## src/rtl/demux_pkg.sv

```systemverilog
// -----------------------------------------------------------------------------
// demux_pkg
//   Shared definitions for the registered 1-to-N demultiplexer.
//
//   SEL_W       default select width (4 lanes)
//   lane_count  number of output lanes for a given select width
//   sel_t       select type at the default width
// -----------------------------------------------------------------------------
package demux_pkg;

    localparam int unsigned SEL_W = 2;

    typedef logic [SEL_W-1:0] sel_t;

    function automatic int unsigned lane_count(input int unsigned sel_w);
        return 32'd1 << sel_w;
    endfunction

endpackage

```

## src/rtl/onehot_decoder.sv

```systemverilog
// -----------------------------------------------------------------------------
// onehot_decoder
//   Combinational binary-to-one-hot decode. Exactly one output bit is set for
//   every select value; all select codes are legal.
//
//   Ports:
//     sel     input   SEL_W   binary lane select
//     onehot  output  N_OUT   one-hot lane enables, bit k set when sel == k
// -----------------------------------------------------------------------------
module onehot_decoder
    import demux_pkg::*;
#(
    parameter int unsigned SEL_W = demux_pkg::SEL_W,
    parameter int unsigned N_OUT = lane_count(SEL_W)
) (
    input  logic [SEL_W-1:0] sel,
    output logic [N_OUT-1:0] onehot
);

    always_comb begin
        onehot      = '0;
        onehot[sel] = 1'b1;
    end

endmodule

```

## src/rtl/demux_14.sv

```systemverilog
// -----------------------------------------------------------------------------
// demux_14
//   Registered 1-to-4 demultiplexer. The data input is steered to the lane
//   chosen by the select and every other lane is driven to zero. The whole
//   output bus comes straight from flops, so downstream logic sees one clean
//   update per clock with no combinational path from I/S to Y.
//
//   Parameters:
//     DATA_W  width of one data lane
//     SEL_W   select width; lane count N_OUT = 2**SEL_W
//
//   Ports:
//     clk  input   1             clock, rising-edge active
//     rst  input   1             asynchronous active-high reset, clears Y
//     I    input   DATA_W        data to route
//     S    input   SEL_W         lane select, unsigned binary
//     Y    output  N_OUT*DATA_W  lane k at Y[k*DATA_W +: DATA_W]
// -----------------------------------------------------------------------------
module demux_14 #(
    parameter int unsigned DATA_W = 1,
    parameter int unsigned SEL_W  = demux_pkg::SEL_W
) (
    input  logic                                   clk,
    input  logic                                   rst,
    input  logic [DATA_W-1:0]                      I,
    input  logic [SEL_W-1:0]                       S,
    output logic [demux_pkg::lane_count(SEL_W)*DATA_W-1:0] Y
);

    import demux_pkg::*;

    localparam int unsigned N_OUT = lane_count(SEL_W);

    logic [N_OUT-1:0]        lane_en;
    logic [N_OUT*DATA_W-1:0] y_d;
    logic [N_OUT*DATA_W-1:0] y_q;

    onehot_decoder #(
        .SEL_W (SEL_W),
        .N_OUT (N_OUT)
    ) u_decoder (
        .sel    (S),
        .onehot (lane_en)
    );

    // Gate the shared data onto each lane with that lane's decode bit, so
    // unselected lanes are forced to zero rather than holding stale data.
    always_comb begin
        y_d = '0;
        for (int k = 0; k < int'(N_OUT); k++) begin
            y_d[k*DATA_W +: DATA_W] = {DATA_W{lane_en[k]}} & I;
        end
    end

    // Single register for the whole bus: I and S are sampled together, so a
    // simultaneous change of both moves atomically with no intermediate lane.
    always_ff @(posedge clk or posedge rst) begin
        if (rst) begin
            y_q <= '0;
        end else begin
            y_q <= y_d;
        end
    end

    assign Y = y_q;

endmodule

```

## config.mk

```make
export PLATFORM = sky130hd
export DESIGN_NAME = demux_14
export DESIGN_NICKNAME = d
export VERILOG_FILES = /design/src/rtl/demux_pkg.sv /design/src/rtl/onehot_decoder.sv /design/src/rtl/demux_14.sv
export SDC_FILE = /design/constraint.sdc
export NUM_CORES = 1
export LEC_CHECK = 0
export ABC_AREA = 1
export BUFFER_PORTS_ARGS = -buffer_cell sky130_fd_sc_hd__buf_2
export CORE_AREA = 2 2 39 41
export CTS_BUF_LIST = sky130_fd_sc_hd__clkbuf_2
export CTS_CLUSTER_DIAMETER = 200
export DETAILED_ROUTE_END_ITERATION = 12
export DIE_AREA = 0 0 41 43
export GPL_TIMING_DRIVEN = 0
export HOLD_SLACK_MARGIN = 0.1
export PLACE_DENSITY_LB_ADDON = 0.12
export SETUP_SLACK_MARGIN = 0.2
export SYNTH_ARGS = -nofsm -noshare
export SYNTH_HDL_FRONTEND = slang
export SYNTH_HIERARCHICAL = 1
export SYNTH_SLANG_ARGS = --single-unit
```

## constraint.sdc

```tcl
create_clock -name clk -period 0.8 [get_ports clk]
set_input_delay 0.16 -clock clk [delete_from_list [all_inputs] [get_ports clk]]
set_output_delay 0.16 -clock clk [all_outputs]
set_load 0.01 [all_outputs]
```

# Word-level counts from Yosys, hierarchy flattened
# Index checks and enable logic that the tools add are counted.
totals:
  reg_bits: 4
  latch_bits: 0
  ram_bits: 0
  romBits: 0
  inputBits: 5
  word_cells: 10
  memories: 0
classes:
  add_sub_neg: 0
  multipliers: 0
  div_mod_pow: 0
  magnitude_cmp: 2
  eq_ne: 0
  shifts: 0
  n_mux: 2
  n_bitwise: 4
  reduce_logical: 1
op_table:
  columns: ["operator", "count"]
  rows:
  - ["$and 1x1->1", 4]
  - ["$lt 2x3->1 const B", 1]
  - ["$demux 1 s2", 1]
  - ["$ge 2x1->1 const B", 1]
  - ["$logic_and 1x1->1", 1]
  - ["$mux 1", 1]

# Depth between registers and ports, before layout
logic_depth:
  depth_word: 5
  ltp_mapped: 4
  depth_no_buf: 4

# Cells and area by module
# Netlist, hierarchy kept.
modules_own_cells:
  columns: ["module", "instances", "cells_per_inst", "area_each_um2", "seq_area_each_um2"]
  rows:
  - ["demux_14", 1, 13, 133.9, 100.1]
  - ["onehot_decoder", 1, 7, 26.3, 0.0]

# Least setup slack after synthesis
# Ideal clock, no wire load.
synth_timing:
  kind: "reg2out"
  startpoint: "reg y_q[0], in the netlist Y[0]"
  endpoint: "out Y[0] (netlist name)"
  arrival_time_ps: 376
  slack_ps: 264
  path_stages_with_launch: 1
  cell_sequence: "dfrtp_1"
synth_rtl:
  columns: ["item", "line_no", "rtl"]
  rows:
  - ["from (decl)", "demux_14.sv:36", "logic [N_OUT*DATA_W-1:0] y_q;"]
  - ["from (signal assigned)", "demux_14.sv:61", "y_q <= y_d;"]
  - ["to (decl)", "demux_14.sv:27", "output logic [demux_pkg::lane_count(SEL_W)*DATA_W-1:0] Y"]
# No word-level cell between the ends.

# Worst setup path after layout
layout_timing:
  startpoint: "reg y_q[0], in the netlist Y[0]"
  endpoint: "out Y[0] (netlist name)"
# No word-level cell between the ends.

==> metrics.txt <==
# TYPE chip_impl_metric gauge
chip_impl_metric{name="power.total",unit="mW"} 0.4373
chip_impl_metric{name="synth-edff-count",unit=""} 0
chip_impl_metric{name="areaGrowthSynthToFinish",unit="%"} 53.12
chip_impl_metric{name="ir_drop",unit="uV"} 345.7
chip_impl_info{name="cts_tree",value="yes"} 1
chip_impl_info{name="critical_path.endpoint_type",value="output port"} 1
chip_impl_metric{name="power.static_leakage",unit="nW"} 0.1800
chip_impl_metric{name="totalNegativeSetupSlack",unit="ps"} -143.9
chip_impl_metric{name="power_density",unit="mW/mm2"} 1783
chip_impl_info{name="rsz0062_at_grt",value="yes"} 1
chip_impl_metric{name="placement_rows",unit=""} 14
chip_impl_metric{name="post-cts-setup-buffers",unit=""} 0
chip_impl_metric{name="drive_above_1_share",unit="%"} 34.38
chip_impl_metric{name="timing.critical_path.slowest_cell_delay",unit="ps"} 350
chip_impl_metric{name="grt-ovfl-total",unit=""} 0
chip_impl_metric{name="cts.sinks",unit=""} 4
chip_impl_metric{name="detailedRoute.firstIterationViolations",unit=""} 0
chip_impl_metric{name="synth_fp_nets",unit=""} 25
chip_impl_metric{name="detail_route.vias_per_cell",unit=""} 2.750
chip_impl_metric{name="asyncSetResetFlopFracSynth",unit="%"} 100.0
chip_impl_info{name="synth_commonest_cells",value="8 x inv_1, 5 x nand2_1, 4 x dfrtp_1, 3 x nor2_1"} 1
chip_impl_metric{name="ctsLongestPathBuffers",unit=""} 2
chip_impl_info{name="largest_family_of_logic_cells_by_synthesized_area",value="buffers and inverters"} 1
chip_impl_metric{name="crit_buf_inv",unit=""} 1
chip_impl_info{name="cp_cell_sequence",value="buf_2"} 1
chip_impl_metric{name="finalNetCount",unit=""} 39
chip_impl_info{name="critPathLaunchType",value="flip-flop"} 1
chip_impl_info{name="critPathKind",value="flip-flop to output port"} 1
chip_impl_info{name="yosys.cell_count.top_type",value="inv_1"} 1
chip_impl_metric{name="cts_repair_resize_count",unit=""} 0
chip_impl_metric{name="worst-endpoint-required",unit="ps"} 640
chip_impl_metric{name="synth_compound_area_share",unit="%"} 0
chip_impl_metric{name="synth_xor_xnor_area_share",unit="%"} 0
chip_impl_metric{name="grt_pass1_wl",unit="um"} 434
chip_impl_info{name="critical_path.top_delay_family",value="flip-flops"} 1
chip_impl_metric{name="max_slew_margin",unit="%"} 90.58
chip_impl_metric{name="numCtsBuffers",unit=""} 3
chip_impl_info{name="clockRootBuffer",value="clkbuf_2"} 1
chip_impl_info{name="yosys.area.top_type",value="dfrtp_1"} 1
chip_impl_metric{name="detailroute.wirelength.met3",unit="um"} 37
chip_impl_info{name="synth_area_leaders",value="dfrtp_1 63%, inv_1 19%, nand2_1 12%"} 1
chip_impl_metric{name="placement.io_buffers",unit=""} 8
chip_impl_metric{name="met2_routed_length",unit="um"} 139
chip_impl_metric{name="multi_input_area",unit="um2"} 30.03
chip_impl_info{name="route.top_layer_used",value="met3"} 1
chip_impl_info{name="crit_slowest_cell",value="dfrtp_1"} 1
chip_impl_metric{name="setup_viol_count_final",unit=""} 4
chip_impl_metric{name="initial_core_util",unit="%"} 11.57
chip_impl_metric{name="die_h",unit="um"} 43
chip_impl_metric{name="syn-cell-area",unit="um2"} 160.2
chip_impl_metric{name="drt_wl_total",unit="um"} 283
chip_impl_metric{name="setup_ws_final",unit="ps"} -37.33
chip_impl_metric{name="sequential_standard_cell_area",unit="um2"} 100.1
chip_impl_metric{name="fp.dieW",unit="um"} 41
chip_impl_metric{name="met1_length",unit="um"} 106
chip_impl_metric{name="num_vias",unit=""} 132
chip_impl_metric{name="final-hold-violation-count",unit=""} 0
chip_impl_info{name="hp-class",value="input port to flip-flop"} 1
chip_impl_metric{name="ys_seq_area_share",unit="%"} 62.50
chip_impl_info{name="status",value="complete, but fails checks"} 1
chip_impl_metric{name="first_global_vias",unit=""} 122
chip_impl_metric{name="antenna-diode-count",unit=""} 0
chip_impl_metric{name="detail-route-antenna-nets",unit=""} 0
chip_impl_metric{name="drtPass1Iterations",unit=""} 1
chip_impl_metric{name="post_synth_and_or_nand_nor_area_fraction",unit="%"} 18.75
chip_impl_metric{name="synth_largest_type_area_fraction",unit="%"} 62.50
chip_impl_metric{name="global_route.usage.total",unit="%"} 4.322
chip_impl_metric{name="mean_post_synth_cell_area",unit="um2"} 8.008
chip_impl_metric{name="timing.critical_path.fanout_max",unit=""} 1
chip_impl_info{name="ys.flop_type",value="dfrtp_1"} 1
chip_impl_metric{name="maxSlewViolCount",unit=""} 0
chip_impl_metric{name="max_freq",unit="MHz"} 1194
chip_impl_metric{name="cell_variety_after_synth",unit=""} 4
chip_impl_metric{name="place.gp.congestion",unit=""} 0.5086
chip_impl_metric{name="postSynthRegisterBits",unit=""} 4
chip_impl_metric{name="core_area",unit="mm2"} 0.001384
chip_impl_metric{name="pin_count",unit=""} 9
chip_impl_metric{name="max_cap_viol_count",unit=""} 0
chip_impl_metric{name="pin_count_of_the_biggest_net_entering_global_routing",unit=""} 5
chip_impl_metric{name="drcViolationCount",unit=""} 0
chip_impl_metric{name="post-route-period-util",unit="%"} 104.7
chip_impl_metric{name="wp_data_arrival",unit="ps"} 680
chip_impl_metric{name="antenna_found_initial",unit=""} 0
chip_impl_metric{name="filler_cell_count",unit=""} 167
chip_impl_metric{name="dp.cells",unit=""} 44
chip_impl_metric{name="wl_per_cell",unit="um"} 5.896
chip_impl_metric{name="design.die.area",unit="mm2"} 0.001763
chip_impl_metric{name="fin_util",unit="%"} 17.72
chip_impl_metric{name="synth_cells",unit=""} 20
chip_impl_info{name="violations_in_the_final_reports",value="negative setup slack"} 1
chip_impl_metric{name="ys.warnings.count",unit=""} 6
chip_impl_metric{name="synthAdderAreaFrac",unit="%"} 0
chip_impl_metric{name="worst_slew_pin_slew",unit="ps"} 141.1
chip_impl_metric{name="clkTransAtPathRegs",unit="ps"} 40
chip_impl_metric{name="clock_tree.htree_level_count",unit=""} 1
chip_impl_metric{name="synth.area.mux_share",unit="%"} 0
chip_impl_metric{name="finish.cell_count_without_fillers",unit=""} 48
chip_impl_metric{name="final.min_clock_period",unit="ps"} 837.3
chip_impl_metric{name="largest_register_ff_count",unit=""} 4
worst paths after layout:
path                           startpoint        endpoint  slack, ps  depth (start not counted)
min in group asynchronous             rst  Y[1]$_DFF_PP0_        380                          3
hold / removal                          I  Y[3]$_DFF_PP0_        190                          3
setup / recovery           Y[0]$_DFF_PP0_            Y[0]        -40                          1
max in group asynchronous             rst  Y[2]$_DFF_PP0_        280                          3
power by group:
group | leakage, nW | internal (mW) | switching [mW]
registers | 0.0538 | 0.211 | 0.00128
clock network | 0.0125 | 0.101 | 0.0769
logic | 0.114 | 0.0217 | 0.0258
total | 0.180 | 0.333 | 0.104
logic make-up after synthesis:
logic type | count (synthesis)
buf+inv | 8
flops | 4
simple gates | 8
per-stage QoR:
step                      instance area [um2]  hold slack, ps  setup WS, ps
after global placement                  220.2           45.20         174.6
after floorplan                         160.2          -73.92         264.4
after global routing                    245.2           200.4        -91.99
after CTS                               245.2           183.9        -57.50
after detailed placement                220.2           43.99         172.0
final                                   245.2           192.7        -37.33
layer usage:
metal	up-vias	GRT usage (%)
li1	76	-
met1	50	5.161
met2	6	3.750
met3	0	0
met4	0	10.00
met5	-	0
timing repair:
item	CTS	global route
hold endpoints to repair	4	0
hold buffers	1	0
pin swaps	0	0
endpoints found under the setup margin	4	4
cell usage in the layout, fill, tap and decap left out:
cell           n
clkbuf_2       3
dlygate4sd3_1  1
nor2_1         3
inv_1          8
buf_2          8
nand2_1        5
dfrtp_1        4
cell type report:
cell class              count  share of cell area, %
clock buffers               3                  6.122
inverters                   8                  12.24
multi-input cells           8                  12.24
flip-flops and latches      4                  40.82
well taps                  16                  8.163
repair buffers              9                  20.41
(Power assumes the default switching activity.)
